## src/rtl/vend_ctrl_pkg.sv

```systemverilog
// Shared definitions for the vending controller: FSM state codes and coin values.
package vend_ctrl_pkg;

  typedef enum logic [1:0] {
    ST_COLLECT = 2'b00,
    ST_VEND    = 2'b01,
    ST_CHANGE  = 2'b10
  } state_e;

  localparam logic [2:0] VAL_N = 3'd1;
  localparam logic [2:0] VAL_D = 3'd2;
  localparam logic [2:0] VAL_Q = 3'd5;

endpackage

```

## src/rtl/vend_ctrl_coin_decode.sv

```systemverilog
// Combinational coin strobe decoder: one-hot strobes give a value, several at once flag a bad insert.
module vend_ctrl_coin_decode
  import vend_ctrl_pkg::*;
(
  input  logic       n_i,
  input  logic       d_i,
  input  logic       q_i,
  output logic       valid_o,
  output logic [2:0] value_o,
  output logic       multi_o
);

  logic [1:0] strobeCount;

  always_comb begin
    strobeCount = {1'b0, n_i} + {1'b0, d_i} + {1'b0, q_i};
    valid_o     = (strobeCount == 2'd1);
    multi_o     = (strobeCount >= 2'd2);
    value_o     = 3'd0;
    if (valid_o) begin
      if (n_i)      value_o = VAL_N;
      else if (d_i) value_o = VAL_D;
      else          value_o = VAL_Q;
    end
  end

endmodule

```

## src/rtl/vend_ctrl.sv

```systemverilog
// Vending sequencer: accumulates coin credit in nickels, requests item release at the price,
// and pays change or a cancel refund back one nickel at a time.
module vend_ctrl
  import vend_ctrl_pkg::*;
#(
  parameter int PRICE_N  = 6,
  parameter int CREDIT_W = 6
) (
  input  logic                clk_i,
  input  logic                rst_i,
  input  logic                n_i,
  input  logic                d_i,
  input  logic                q_i,
  input  logic                cancel_i,
  input  logic                vendAck_i,
  input  logic                changeAck_i,
  output logic                vend_o,
  output logic                change_o,
  output logic                coinReject_o,
  output logic [CREDIT_W-1:0] credit_o
);

  localparam logic [CREDIT_W-1:0] PRICE_C = CREDIT_W'(PRICE_N);
  localparam logic [CREDIT_W-1:0] ONE_C   = CREDIT_W'(1);

  state_e              state_q, state_d;
  logic [CREDIT_W-1:0] credit_q, credit_d;
  logic                coinReject_q, coinReject_d;

  logic                coinValid;
  logic                coinMulti;
  logic [2:0]          coinValue;
  logic                coinAny;
  logic [CREDIT_W-1:0] creditSum;
  logic [CREDIT_W-1:0] creditAfterVend;

  vend_ctrl_coin_decode u_coinDecode (
    .n_i     (n_i),
    .d_i     (d_i),
    .q_i     (q_i),
    .valid_o (coinValid),
    .value_o (coinValue),
    .multi_o (coinMulti)
  );

  assign coinAny         = n_i | d_i | q_i;
  assign creditSum       = credit_q + CREDIT_W'(coinValue);
  assign creditAfterVend = credit_q - PRICE_C;

  always_comb begin
    state_d      = state_q;
    credit_d     = credit_q;
    coinReject_d = 1'b0;
    unique case (state_q)
      ST_COLLECT: begin
        if (cancel_i && (credit_q != '0)) begin
          state_d      = ST_CHANGE;
          coinReject_d = coinAny;
        end else if (coinMulti) begin
          coinReject_d = 1'b1;
        end else if (coinValid) begin
          credit_d = creditSum;
          if (creditSum >= PRICE_C) state_d = ST_VEND;
        end
      end
      ST_VEND: begin
        coinReject_d = coinAny;
        if (vendAck_i) begin
          credit_d = creditAfterVend;
          state_d  = (creditAfterVend != '0) ? ST_CHANGE : ST_COLLECT;
        end
      end
      ST_CHANGE: begin
        coinReject_d = coinAny;
        // A zero credit here can only follow a corrupted state; leave without wrapping.
        if (credit_q == '0) begin
          state_d = ST_COLLECT;
        end else if (changeAck_i) begin
          credit_d = credit_q - ONE_C;
          if (credit_q == ONE_C) state_d = ST_COLLECT;
        end
      end
      default: begin
        state_d = ST_COLLECT;
      end
    endcase
  end

  always_ff @(posedge clk_i) begin
    if (rst_i) begin
      state_q      <= ST_COLLECT;
      credit_q     <= '0;
      coinReject_q <= 1'b0;
    end else begin
      state_q      <= state_d;
      credit_q     <= credit_d;
      coinReject_q <= coinReject_d;
    end
  end

  assign vend_o       = (state_q == ST_VEND);
  assign change_o     = (state_q == ST_CHANGE);
  assign coinReject_o = coinReject_q;
  assign credit_o     = credit_q;

endmodule
```

## config.mk

```make
export PLATFORM = sky130hd
export DESIGN_NAME = vend_ctrl
export DESIGN_NICKNAME = d
export VERILOG_FILES = /design/src/rtl/vend_ctrl_pkg.sv /design/src/rtl/vend_ctrl_coin_decode.sv /design/src/rtl/vend_ctrl.sv
export SDC_FILE = /design/constraint.sdc
export NUM_CORES = 1
export LEC_CHECK = 0
export CAP_MARGIN = 25
export CORE_MARGIN = 2
export CORE_UTILIZATION = 30
export CTS_CLUSTER_DIAMETER = 50
export DETAILED_ROUTE_END_ITERATION = 12
export MAX_ROUTING_LAYER = met4
export PLACE_DENSITY = 0.58
export SYNTH_ARGS = -nofsm -noshare
export SYNTH_HDL_FRONTEND = slang
export SYNTH_HIERARCHICAL = 1
export SYNTH_SLANG_ARGS = --single-unit
```

## constraint.sdc

```tcl
create_clock -name clk_i -period 3.6 [get_ports clk_i]
set_input_delay 0.72 -clock clk_i [delete_from_list [all_inputs] [get_ports clk_i]]
set_output_delay 0.72 -clock clk_i [all_outputs]
set_load 0.01 [all_outputs]
```

## Word-level counts from Yosys, hierarchy flattened

Cells that the tools add are included.

- Register bits after elaboration: 9
- Input port bits: 8
- Output and inout port bits: 9

- Add/sub/neg operators: 5
- Magnitude comparators: 2
- Equality and inequality tests: 15
- Multiplexer cells: 23
- Bitwise logic cells: 2
- Reduce and logical (&&, ||, !) cells: 9

Operators by type and width:

| cell | number |
|---|---|
| 6-bit 2-to-1 mux | 6 |
| 2-bit 2-to-1 mux | 9 |
| 6-bit one-hot mux with 3 select lines | 1 |
| 2-bit != test (second input constant) | 6 |
| 6-bit nonzero test | 2 |
| 3-bit 2-to-1 mux | 3 |
| 3-bit != test (second input constant) | 3 |
| 7-bit AND reduction | 1 |
| 6-bit by 3-bit adder with 6-bit output | 1 |
| 6-bit by 1-bit equality test with 1-bit output (second input constant) | 1 |
| 6-bit by 3-bit >= comparator with 1-bit output (second input constant) | 1 |
| 6-bit logical NOT | 1 |
| 2-bit one-hot mux with 3 select lines | 1 |
| 6-bit AND reduction | 1 |
| 6-bit by 1-bit subtractor with 6-bit output (second input constant) | 1 |
| 6-bit by 3-bit subtractor with 6-bit output (second input constant) | 1 |
| 2-bit by 1-bit equality test with 1-bit output (second input constant) | 2 |
| 3-bit by 1-bit != test with 1-bit output (second input constant) | 1 |
| 3-bit by 2-bit != test with 1-bit output (second input constant) | 1 |
| 3-bit nonzero test | 1 |
| 1-bit by 1-bit adder with 2-bit output | 1 |
| 2-bit by 1-bit adder with 2-bit output | 1 |
| 2-bit equality test (second input constant) | 1 |
| 2-bit >= comparator (second input constant) | 1 |
| 6 further kinds | 8 |

## Logic depth before layout (Yosys ltp)

- Depth in word-level cells: 11
- Depth in mapped cells: 12
- Mapped depth without buffers: 12

## By module

Netlist, hierarchy kept.

By module, submodules not included:

| module | times used | cells each | area each (µm²) |
|---|---|---|---|
| vend_ctrl | 1 | 124 | 1017.2 |
| vend_ctrl_coin_decode | 1 | 10 | 72.6 |

## Worst setup path after synthesis

OpenSTA, ideal clock, no wires.

- Path type: in2reg
- Start point: input n_i
- End point: register state_q[1]
- Data arrival time: 2.919 ns
- Setup slack: 0.609 ns
- Cell stages on the path: 12
- Path buffers: 0
- Cells stage by stage: inv_1 -> fa_1 -> nand2b_4 -> a21oi_1 -> ha_1 -> inv_1 -> fa_1 -> nor2b_1 -> o21ai_0 -> xnor2_1 -> o31ai_2 -> mux2i_1

- Longest elaborated chain between the ends: 8
- Elaborated cells between the ends (all ways): 12
- Those cells by class: add/sub: 3; order compare: 2; eq/ne: 4; mux: 2; reduce/logical: 1

Ends and longest elaborated chain:

| what | RTL line | RTL |
|---|---|---|
| start: declaration | vend_ctrl.sv:11 | `input logic n_i,` |
| 1-bit by 1-bit adder with 2-bit output | vend_ctrl_coin_decode.sv:16 | `strobeCount = {1'b0, n_i} + {1'b0, d_i} + {1'b0, q_i};` |
| 2-bit by 1-bit adder with 2-bit output | vend_ctrl_coin_decode.sv:16 |  |
| 2-bit by 1-bit equality test with 1-bit output | vend_ctrl_coin_decode.sv:17 | `valid_o = (strobeCount == 2'd1);` |
| 3-bit 2-to-1 mux * | vend_ctrl_coin_decode.sv:20 | `if (valid_o) begin` |
| net coinValue[0] | vend_ctrl.sv:32 | `logic [2:0] coinValue;` |
| 6-bit by 3-bit adder with 6-bit output * | vend_ctrl.sv:47 | `assign creditSum = credit_q + CREDIT_W'(coinValue);` |
| 6-bit by 3-bit >= comparator with 1-bit output * | vend_ctrl.sv:63 | `if (creditSum >= PRICE_C) state_d = ST_VEND;` |
| 3-bit != test (no line) * | -- |  |
| 6-bit AND reduction (no line) * | -- |  |
| end signal: assignment | vend_ctrl.sv:95 | `state_q <= state_d;` |
| end: declaration | vend_ctrl.sv:26 | `state_e state_q, state_d;` |

The timed path passes the listed nets; every way through them passes the cells marked *.
A chain may end at the register's enable or synchronous reset.

## Worst setup path after layout

Same ends and word-level chain as after synthesis.

==> results.cfg <==
[global_routing]
grt_max_degree = 14
grt_busiest_layer = met2
antenna_found_initial = 0
gr-usage-met2_pct = 24.5
globalRouteMet1Util_pct = 20.5
grt_overflow = 0
grt_util_all_layers_pct = 15.8
grt_pass1_vias = 1067
grt_pass1_wl_um = 5010
grt_util_met3_pct = 4.40

[outcome]
status = complete, no violations

[setup_path]
path_max_fanout = 4
critPathKind = input port to flop
cp_num_cells = 13
arrival_ns = 3.60
crit_slowest_cell = clkdlybuf4s50_1
endpoint_kind = flop
worst-path-buf-inv = 3
critPathTopFamily = adder cells
crit_path_cell_trace = clkdlybuf4s50_1, inv_1, fa_1, nand2b_4, a21oi_1, ha_1, inv_1, fa_1, nor2b_1, o21ai_1, xnor2_1, o31ai_2, mux2i_1
startpoint_type = input port
r2r_cells = 6
cp.required_ns = 3.80
cpPeakStageDelay_ns = 0.48

[sta]
fin_skew_ns = 0.00780
finalCriticalPeriod_ns = 3.40
setup_violations = 0
drv_slew = 0
rsz0062_at_grt = false
slew_headroom_pct = 48.6
hold_viol = 0
hold_ws_ns = 0.504
max_freq_mhz = 294
finalCritPeriodShare_pct = 94.5
worstMarginPinSlew_ns = 0.768

[cells_and_area]
nets = 182
area_delta_synth_final_pct = 25.9
drive_gt1_share_pct = 14.6
multi_input_area_um2 = 806
layout_common_cells = inv_1, clkdlybuf4s50_1, ha_1
final_common_cell = inv_1
fillers = 362
diodes = 0
register_area_um2 = 180
fin_util_pct = 40.2
finalNonFillerCells = 204

[placed_design]
placed_cells = 200
gp_congestion = 0.881
port_buffers = 16
dp_hpwl_um = 2320

[logic_synthesis]
synth_compound_area_share_pct = 31.2
yosysSeqAreaShare_pct = 16.5
synth.mux.area_fraction_pct = 2.87
synth-async-reset-ratio_pct = 0
syn-num-nets = 157
ys.flop_type = dfxtp_1
synth_edf_count = 0
yosys.area_share.adder_pct = 18.6
ys_types = 44
synthSimpleGateAreaFrac_pct = 15.8
synth_xor_area_share_pct = 4.82
yosys_register_bits = 9
syn_area_mm2 = 0.00109
ys_warn_count = 6
avgSynthCellArea_um2 = 8.13
synth_top_family_by_area = compound AO/OA/AOI/OAI gates
postSynthCellCount = 134

[pwr]
peakVddDrop_v = 0.000195
p_per_area_mw_per_mm2 = 449
leakagePower_nw = 0.548
power.total_w = 0.000616

[die]
die_y_um = 64.3
start_util_pct = 31.9
rows = 21
io_pins = 17
coreArea_mm2 = 0.00342
die-area_mm2 = 0.00413
die_w_um = 64.3

[clock_tree]
cts_buffer_depth = 2
numCtsBuffers = 3
cts.sinks = 9
cts_tree = built
path_clk_slew_ns = 0.07
holdBufCountCts = 0
h-tree-depth = 1
ctsRootBufferMaster = clkbuf_4
worstSkewPairLatency_ns = 0.27

[route]
wl_per_cell_um = 14.9
drt-vias-per-instance = 5.38
vias = 1098
drtIter0Drc = 78
drtAntennaViolNets = 0
drc_errors = 0
wl_um = 3030
drt_first_pass_iters = 7

[run]
cap_violations = 0

[hold_path]
holdPathStages = 2
hp-class = flop to flop
cell families after synthesis:
group | Yosys count
buffers and inverters | 25
XOR/XNOR | 6
AND/OR/NAND/NOR | 30
flip-flops | 9
adder cells (fa/ha/maj) | 15
AO/OA/AOI/OAI | 46
multiplexers | 3
cells in the mapped netlist, types with 2 or more instances:
cell type | n | area share, %
inv_1 | 20 | 6.9
ha_1 | 13 | 15
dfxtp_1 | 9 | 17
nor2_1 | 8 | 2.8
a21oi_1 | 7 | 3.2
a211oi_1 | 6 | 4.1
o21ai_0 | 6 | 2.8
nor3_1 | 5 | 2.3
o31ai_1 | 4 | 2.8
a22oi_1 | 3 | 2.1
a31oi_1 | 3 | 1.7
nor2b_1 | 3 | 1.7
nor4_1 | 3 | 1.7
xnor2_1 | 3 | 2.4
xor2_1 | 3 | 2.4
a221oi_1 | 2 | 1.6
buf_6 | 2 | 2.1
clkbuf_1 | 2 | 0.69
fa_1 | 2 | 3.7
mux2i_1 | 2 | 1.8
nand2_1 | 2 | 0.69
o211ai_1 | 2 | 1.4
o21a_1 | 2 | 1.4
or3_1 | 2 | 1.1
routing by layer:
layer  vias up  wire, um
met2        49      1320
met5         -         0
met4         0        43
met3        12       192
met1       505      1480
li1        532         -
worst paths after layout:
check,slack (ns),end,start
max reg2reg,1.22,credit_o[1]$_SDFFE_PP0P_,credit_o[3]$_SDFFE_PP0P_
max,0.20,state_q[1]$_SDFFE_PP0P_,n_i
min reg2reg,0.50,state_q[1]$_SDFFE_PP0P_,state_q[1]$_SDFFE_PP0P_
min,0.50,state_q[1]$_SDFFE_PP0P_,state_q[1]$_SDFFE_PP0P_
state kept, by name (all words and copies together) (netlist names):
signal and count:
coinReject_o 1, state_q 2, credit_o 6
timing repair:
item	in CTS	in global routing
setup endpoints to repair	0	3
setup buffers	0	0
gates resized for setup	0	2
area by class of cell:
type	count	share of cell area [%]
flip-flops and latches	9	13.1
repair buffers	25	16.6
multi-input cells	100	58.7
clock buffers	4	1.91
well taps	46	4.19
inverters	20	5.47
power by group:
part           internal [W]  switching [W]   total, W
sequential         0.000119      0.0000260   0.000145
clock             0.0000429      0.0000437  0.0000866
combinational      0.000180       0.000205   0.000385
per-stage QoR:
step	cell area, um2	TNS, ns	setup WS [ns]
floorplan	1090	0	0.609
global placement	1340	-0.0498	-0.0240
detailed placement	1340	-0.320	-0.125
CTS	1370	0	0.156
global route	1370	0	0.0251
finish	1370	0	0.199
worst min-delay path: stages, from the launching register on:
cell and delay [ns]:
dfxtp_1 0.34, nand2_1 0.06, mux2i_1 0.06
Note: power is estimated with default switching activity, not from simulation.
